## src/rtl/fft_pkg.sv

```systemverilog
// Shared FFT datapath definitions: default sample width, complex sample
// type and the complex multiplier latency used for delay-line alignment.
package fft_pkg;

    localparam int DATA_W   = 16;
    localparam int CMUL_LAT = 4;

    typedef struct packed {
        logic signed [DATA_W-1:0] re;
        logic signed [DATA_W-1:0] im;
    } cplx_t;

endpackage

```

## src/rtl/cmul_rsat.sv

```systemverilog
// Round / arithmetic-shift / saturate-or-wrap of one wide product component.
// Ports: x (2*WIDTH+1 signed) in; y (WIDTH signed) out; ovf out (value did not fit).
module cmul_rsat #(
    parameter int WIDTH = 16,
    parameter int FRAC  = WIDTH - 1,
    parameter int ROUND = 1,
    parameter int SAT   = 1
) (
    input  logic signed [2*WIDTH:0]  x,
    output logic signed [WIDTH-1:0]  y,
    output logic                     ovf
);

    // One extra headroom bit so the rounding constant never overflows.
    localparam int XW  = 2 * WIDTH + 2;
    localparam int RSH = (FRAC > 0) ? FRAC - 1 : 0;
    localparam logic signed [XW-1:0] RND =
        (ROUND != 0 && FRAC > 0) ? (XW'(1) << RSH) : '0;
    localparam logic signed [XW-1:0] MAXV =
        {{(XW - WIDTH + 1){1'b0}}, {(WIDTH - 1){1'b1}}};
    localparam logic signed [XW-1:0] MINV = ~MAXV;

    logic signed [XW-1:0] xr;
    logic signed [XW-1:0] sh;
    logic                 hi;
    logic                 lo;

    always_comb begin
        xr  = XW'(x) + RND;
        sh  = xr >>> FRAC;
        hi  = sh > MAXV;
        lo  = sh < MINV;
        ovf = hi | lo;
        y   = sh[WIDTH-1:0];
        if (SAT != 0) begin
            if (hi) begin
                y = MAXV[WIDTH-1:0];
            end else if (lo) begin
                y = MINV[WIDTH-1:0];
            end
        end
    end

endmodule

```

## src/rtl/cmul_pipe.sv

```systemverilog
// 4-stage fixed-point complex multiplier (data x twiddle, optional conjugate)
// with valid/ready flow control, rounding and saturation.
// Ports: clk, rst_n; in_valid/in_ready, conj, in_re/in_im, wn_re/wn_im;
//        out_valid/out_ready, out_re/out_im, out_ovf.
module cmul_pipe
    import fft_pkg::*;
#(
    parameter int WIDTH = DATA_W,
    parameter int FRAC  = WIDTH - 1,
    parameter int ROUND = 1,
    parameter int SAT   = 1
) (
    input  logic                    clk,
    input  logic                    rst_n,
    input  logic                    in_valid,
    output logic                    in_ready,
    input  logic                    conj,
    input  logic signed [WIDTH-1:0] in_re,
    input  logic signed [WIDTH-1:0] in_im,
    input  logic signed [WIDTH-1:0] wn_re,
    input  logic signed [WIDTH-1:0] wn_im,
    output logic                    out_valid,
    input  logic                    out_ready,
    output logic signed [WIDTH-1:0] out_re,
    output logic signed [WIDTH-1:0] out_im,
    output logic                    out_ovf
);

    localparam int PW = 2 * WIDTH;
    localparam int SW = PW + 1;

    logic adv;

    logic v1_q, v1_d, v2_q, v2_d, v3_q, v3_d, ov_q, ov_d;
    logic cj1_q, cj1_d, cj2_q, cj2_d;

    logic signed [WIDTH-1:0] a1_q, a1_d, b1_q, b1_d;
    logic signed [WIDTH-1:0] c1_q, c1_d, d1_q, d1_d;

    logic signed [PW-1:0] ac_q, ac_d, bd_q, bd_d;
    logic signed [PW-1:0] ad_q, ad_d, bc_q, bc_d;

    logic signed [SW-1:0] pr_q, pr_d, pi_q, pi_d;

    logic signed [WIDTH-1:0] re_q, re_d, im_q, im_d;
    logic signed [WIDTH-1:0] rs_re, rs_im;
    logic                    ovf_q, ovf_d, ovf_re, ovf_im;

    // Whole pipeline moves as one; bubbles are carried, not collapsed.
    assign adv      = !ov_q || out_ready;
    assign in_ready = adv;

    cmul_rsat #(
        .WIDTH (WIDTH),
        .FRAC  (FRAC),
        .ROUND (ROUND),
        .SAT   (SAT)
    ) u_rsat_re (
        .x   (pr_q),
        .y   (rs_re),
        .ovf (ovf_re)
    );

    cmul_rsat #(
        .WIDTH (WIDTH),
        .FRAC  (FRAC),
        .ROUND (ROUND),
        .SAT   (SAT)
    ) u_rsat_im (
        .x   (pi_q),
        .y   (rs_im),
        .ovf (ovf_im)
    );

    always_comb begin
        v1_d  = v1_q;
        cj1_d = cj1_q;
        a1_d  = a1_q;
        b1_d  = b1_q;
        c1_d  = c1_q;
        d1_d  = d1_q;
        v2_d  = v2_q;
        cj2_d = cj2_q;
        ac_d  = ac_q;
        bd_d  = bd_q;
        ad_d  = ad_q;
        bc_d  = bc_q;
        v3_d  = v3_q;
        pr_d  = pr_q;
        pi_d  = pi_q;
        ov_d  = ov_q;
        re_d  = re_q;
        im_d  = im_q;
        ovf_d = ovf_q;
        if (adv) begin
            v1_d  = in_valid;
            cj1_d = conj;
            a1_d  = in_re;
            b1_d  = in_im;
            c1_d  = wn_re;
            d1_d  = wn_im;

            v2_d  = v1_q;
            cj2_d = cj1_q;
            ac_d  = PW'(a1_q) * PW'(c1_q);
            bd_d  = PW'(b1_q) * PW'(d1_q);
            ad_d  = PW'(a1_q) * PW'(d1_q);
            bc_d  = PW'(b1_q) * PW'(c1_q);

            // Conjugate flips the sign of every d term here, so the
            // most negative twiddle needs no representable negation.
            v3_d = v2_q;
            if (cj2_q) begin
                pr_d = SW'(ac_q) + SW'(bd_q);
                pi_d = SW'(bc_q) - SW'(ad_q);
            end else begin
                pr_d = SW'(ac_q) - SW'(bd_q);
                pi_d = SW'(ad_q) + SW'(bc_q);
            end

            ov_d  = v3_q;
            re_d  = rs_re;
            im_d  = rs_im;
            ovf_d = ovf_re | ovf_im;
        end
    end

    always_ff @(posedge clk or negedge rst_n) begin
        if (!rst_n) begin
            v1_q  <= 1'b0;
            cj1_q <= 1'b0;
            a1_q  <= '0;
            b1_q  <= '0;
            c1_q  <= '0;
            d1_q  <= '0;
            v2_q  <= 1'b0;
            cj2_q <= 1'b0;
            ac_q  <= '0;
            bd_q  <= '0;
            ad_q  <= '0;
            bc_q  <= '0;
            v3_q  <= 1'b0;
            pr_q  <= '0;
            pi_q  <= '0;
            ov_q  <= 1'b0;
            re_q  <= '0;
            im_q  <= '0;
            ovf_q <= 1'b0;
        end else begin
            v1_q  <= v1_d;
            cj1_q <= cj1_d;
            a1_q  <= a1_d;
            b1_q  <= b1_d;
            c1_q  <= c1_d;
            d1_q  <= d1_d;
            v2_q  <= v2_d;
            cj2_q <= cj2_d;
            ac_q  <= ac_d;
            bd_q  <= bd_d;
            ad_q  <= ad_d;
            bc_q  <= bc_d;
            v3_q  <= v3_d;
            pr_q  <= pr_d;
            pi_q  <= pi_d;
            ov_q  <= ov_d;
            re_q  <= re_d;
            im_q  <= im_d;
            ovf_q <= ovf_d;
        end
    end

    assign out_valid = ov_q;
    assign out_re    = re_q;
    assign out_im    = im_q;
    assign out_ovf   = ovf_q;

endmodule

```

## config.mk

```make
export PLATFORM = sky130hd
export DESIGN_NAME = cmul_pipe
export DESIGN_NICKNAME = d
export VERILOG_FILES = /design/src/rtl/fft_pkg.sv /design/src/rtl/cmul_rsat.sv /design/src/rtl/cmul_pipe.sv
export SDC_FILE = /design/constraint.sdc
export NUM_CORES = 2
export LEC_CHECK = 0
export CAP_MARGIN = 30
export CELL_PAD_IN_SITES_DETAIL_PLACEMENT = 1
export CELL_PAD_IN_SITES_GLOBAL_PLACEMENT = 2
export CORE_MARGIN = 5
export CORE_UTILIZATION = 45
export DETAILED_ROUTE_END_ITERATION = 6
export GPL_ROUTABILITY_DRIVEN = 1
export PLACE_DENSITY = 0.94
export SLEW_MARGIN = 20
export SYNTH_ARGS = -nofsm -noshare
export SYNTH_HDL_FRONTEND = slang
export SYNTH_SLANG_ARGS = --single-unit
```

## constraint.sdc

```tcl
create_clock -name clk -period 11.1 [get_ports clk]
set_input_delay 1.11 -clock clk [delete_from_list [all_inputs] [get_ports clk]]
set_output_delay 1.11 -clock clk [all_outputs]
set_load 0.02 [all_outputs]
```

==> impl_metrics.toml <==
[outcome]
status = "finished, final reports clean"

[critical_path]
reg2reg_slack_ps = 3590
setup.worst_path.end_class = "register"
start_kind = "register"
crit_path_frequent_cell = "fa_1"
path_delay_family = "adder cells"
cp_max_fo = 14
r2r-start = "c1_q[15]"
crit_cells = 22
arrival_ps = 7980
r2r-end = "bc_q[29]"
cp_slowest_cell = "dfrtp_1"
crit_chain = "clkinv_1, buf_4, nor2_1, fa_1, fa_1, fa_1, fa_1, fa_1, inv_1, fa_1, inv_1, ha_1, a21o_1, a21o_1, a21oi_1, o21ai_0, a2111oi_0, or3_1, o211ai_1, a21oi_1, xor2_1, o21ai_1"
required_ps = 11580
critPathKind = "reg -> reg"
critical_path_buf_inv_count = 4
critPathMaxStageDelay_ps = 740
reg2reg_depth = 22

[detailed_routing]
vias = 40100
antenna_left = 0
drc_errors = 0
drt_wl_total_mm = 160
first_pass_iters = 5
wl_per_cell_um = 21.6
vias_per_cell = 5.39
drtIter0Drc = 1976

[clock_network]
numCtsBuffers = 39
cts_root_buffer = "clkbuf_16"
clkTransAtPathRegs_ps = 60
ctsHoldBuffers = 0
postCtsSetupBuffers = 0
ctsResizeCount = 0
cts_tree = "yes"
cts_buffer_depth = 3
numClockSinks = 269
h-tree-depth = 2
clk-insertion-delay-late_ps = 640

[floorplanning]
initial_utilization = 0.451
dieArea_um2 = 125000
core-area_um2 = 118000
die_w_um = 353
die_h_um = 353
io_pins = 104
num_rows = 126

[grt]
grt_pass1_vias = 45900
grt_antenna_before_repair = 3
overflow = 0
grt_max_degree = 125
grt_pass1_wl_mm = 256
grt_use_total = 0.261

[timing]
tns_ps = 0
worst-slew-pin-transition_ps = 906
slew_violations = 0
setup_viol = 0
layout_setup_ws_ps = 3590
skew_ps = 54.6
max_freq_mhz = 133
post-route-min-period_ps = 7510
timing_hold_violations_final = 0
post-route-period-util = 0.676
slew_headroom = 0.396
rsz0062_at_grt = "false"

[yosys]
async_reset_ff_frac = 1.00
yosys_warnings = 0
ys_types = 77
netlist_area_um2 = 53100
synth_edf_count = 0
postSynthCellCount = 5915
synthesis.nets = 7426
avgSynthCellArea_um2 = 8.97
synth_seq_area_share = 0.127
ys.flop_type = "dfrtp_1"
ys_ff_latch = 269

[finish]
utilization = 0.485
nNetsFinal = 7381
syn2layout_area_growth_pct = 7.59
drive_gt1_frac = 0.0337
n_antenna_cell = 0

[job]
max_cap_viol_count = 0

[placement]
place_ws_ps = 3630
port_buffers = 103
routabilityCongestion = 0.853
dp_hpwl_mm = 126

[min_path]
whs_path_depth = 1
min_path_type = "reg -> reg"
min-delay-start = "v3_q"
hold_path_end = "out_valid"
==> per-stage QoR <==
stage	instance area (um2)	hold slack, ps	cells
4_1_cts	57000	465	7435
5_1_grt	57100	487	7437
3_3_place_gp	55600	441	7360
3_5_place_dp	55700	452	7363
6_report	57100	463	7437
2_1_floorplan	53100	430	5915
==> cell type report <==
type,count,area [um2]
Fill cell,13700,60500
Multi-Input combinational cell,4170,40800
Sequential cell,269,6750
Inverter,1206,4530
Tap cell,1536,1920
Timing Repair Buffer,184,1700
Clock buffer,48,1060
Clock inverter,24,332
==> logic make-up (layout without fill, tap and decap cells) <==
kind of cell	count (synthesis)	count (layout)	synth area share
XOR/XNOR	258	258	0.0426
multiplexers	6	6	0.00116
adder cells (fa/ha/maj)	1442	1442	0.488
AND/OR/NAND/NOR	1833	1833	0.163
flip-flops	269	269	0.127
buffers and inverters	1476	1462	0.104
AO/OA/AOI/OAI	631	631	0.0738
==> cells in the mapped netlist, drive strengths merged (5+ instances only) <==
master	n	area share
a211o	9	0.0015
o21ai	154	0.015
xor2	97	0.016
a21o	62	0.0088
a2111oi	7	0.0013
nand2	883	0.062
nor2	235	0.017
nand4	22	0.0026
dfrtp	269	0.13
fa	1048	0.40
or3	15	0.0020
a211oi	20	0.0029
xnor2	161	0.027
nor3b	11	0.0017
nand3	44	0.0041
or2	7	0.00083
o21bai	20	0.0028
a31o	6	0.00099
o21a	36	0.0051
nor4	12	0.0015
nor2b	13	0.0015
o211ai	21	0.0030
a21oi	223	0.021
a31oi	28	0.0033
and2	491	0.058
nand2b	37	0.0044
mux2i	5	0.00094
ha	394	0.093
o31ai	11	0.0017
inv	1204	0.085
o22ai	5	0.00085
clkbuf	262	0.019
nor3	34	0.0032
buf	8	0.00059
and3	12	0.0014
==> cells in the final DEF (no fill, tap or decap), types with 22 or more instances in the layout <==
| cell | instances |
|---|---|
| nor3_1 | 34 |
| nand3_1 | 44 |
| a21o_1 | 62 |
| o21ai_0 | 144 |
| clkbuf_16 | 39 |
| nand4_1 | 22 |
| nand2_1 | 883 |
| dfrtp_1 | 256 |
| inv_1 | 1204 |
| a31oi_1 | 28 |
| xor2_1 | 97 |
| and2_1 | 491 |
| nand2b_1 | 37 |
| ha_1 | 394 |
| buf_4 | 77 |
| o21a_1 | 36 |
| fa_1 | 1048 |
| clkdlybuf4s50_1 | 102 |
| xnor2_1 | 161 |
| nor2_1 | 235 |
| a21oi_1 | 221 |
==> registers in the layout, indices dropped and copies added (netlist names), 19 cells and up <==
signal and count:
ac_q 32, ad_q 32, bc_q 32, bd_q 32
pi_q 19, pr_q 19
==> worst max-delay path by stage <==
| stage | slack [ps] | from | end |
|---|---|---|---|
| floorplan | 4850 | c1_q[7] | bc_q[29] |
| CTS | 3630 | c1_q[15] | bc_q[29] |
| global route | 3270 | c1_q[15] | bc_q[27] |
| detailed placement | 3630 | c1_q[15] | bc_q[29] |
| global placement | 3770 | c1_q[15] | bc_q[29] |
| finish | 3590 | c1_q[15] | bc_q[29] |
==> per-layer routing <==
metal	global-route usage	vias to the layer above	share of wire
met5	0	-	0.00022
met4	0.109	6	0.048
met3	0.0403	348	0.052
met2	0.457	962	0.50
met1	0.322	21100	0.40
li1	-	17700	-
Power is left out: the tool's default activity adds up to more than one toggle a clock period on the data nets, which glitch-free logic cannot reach.
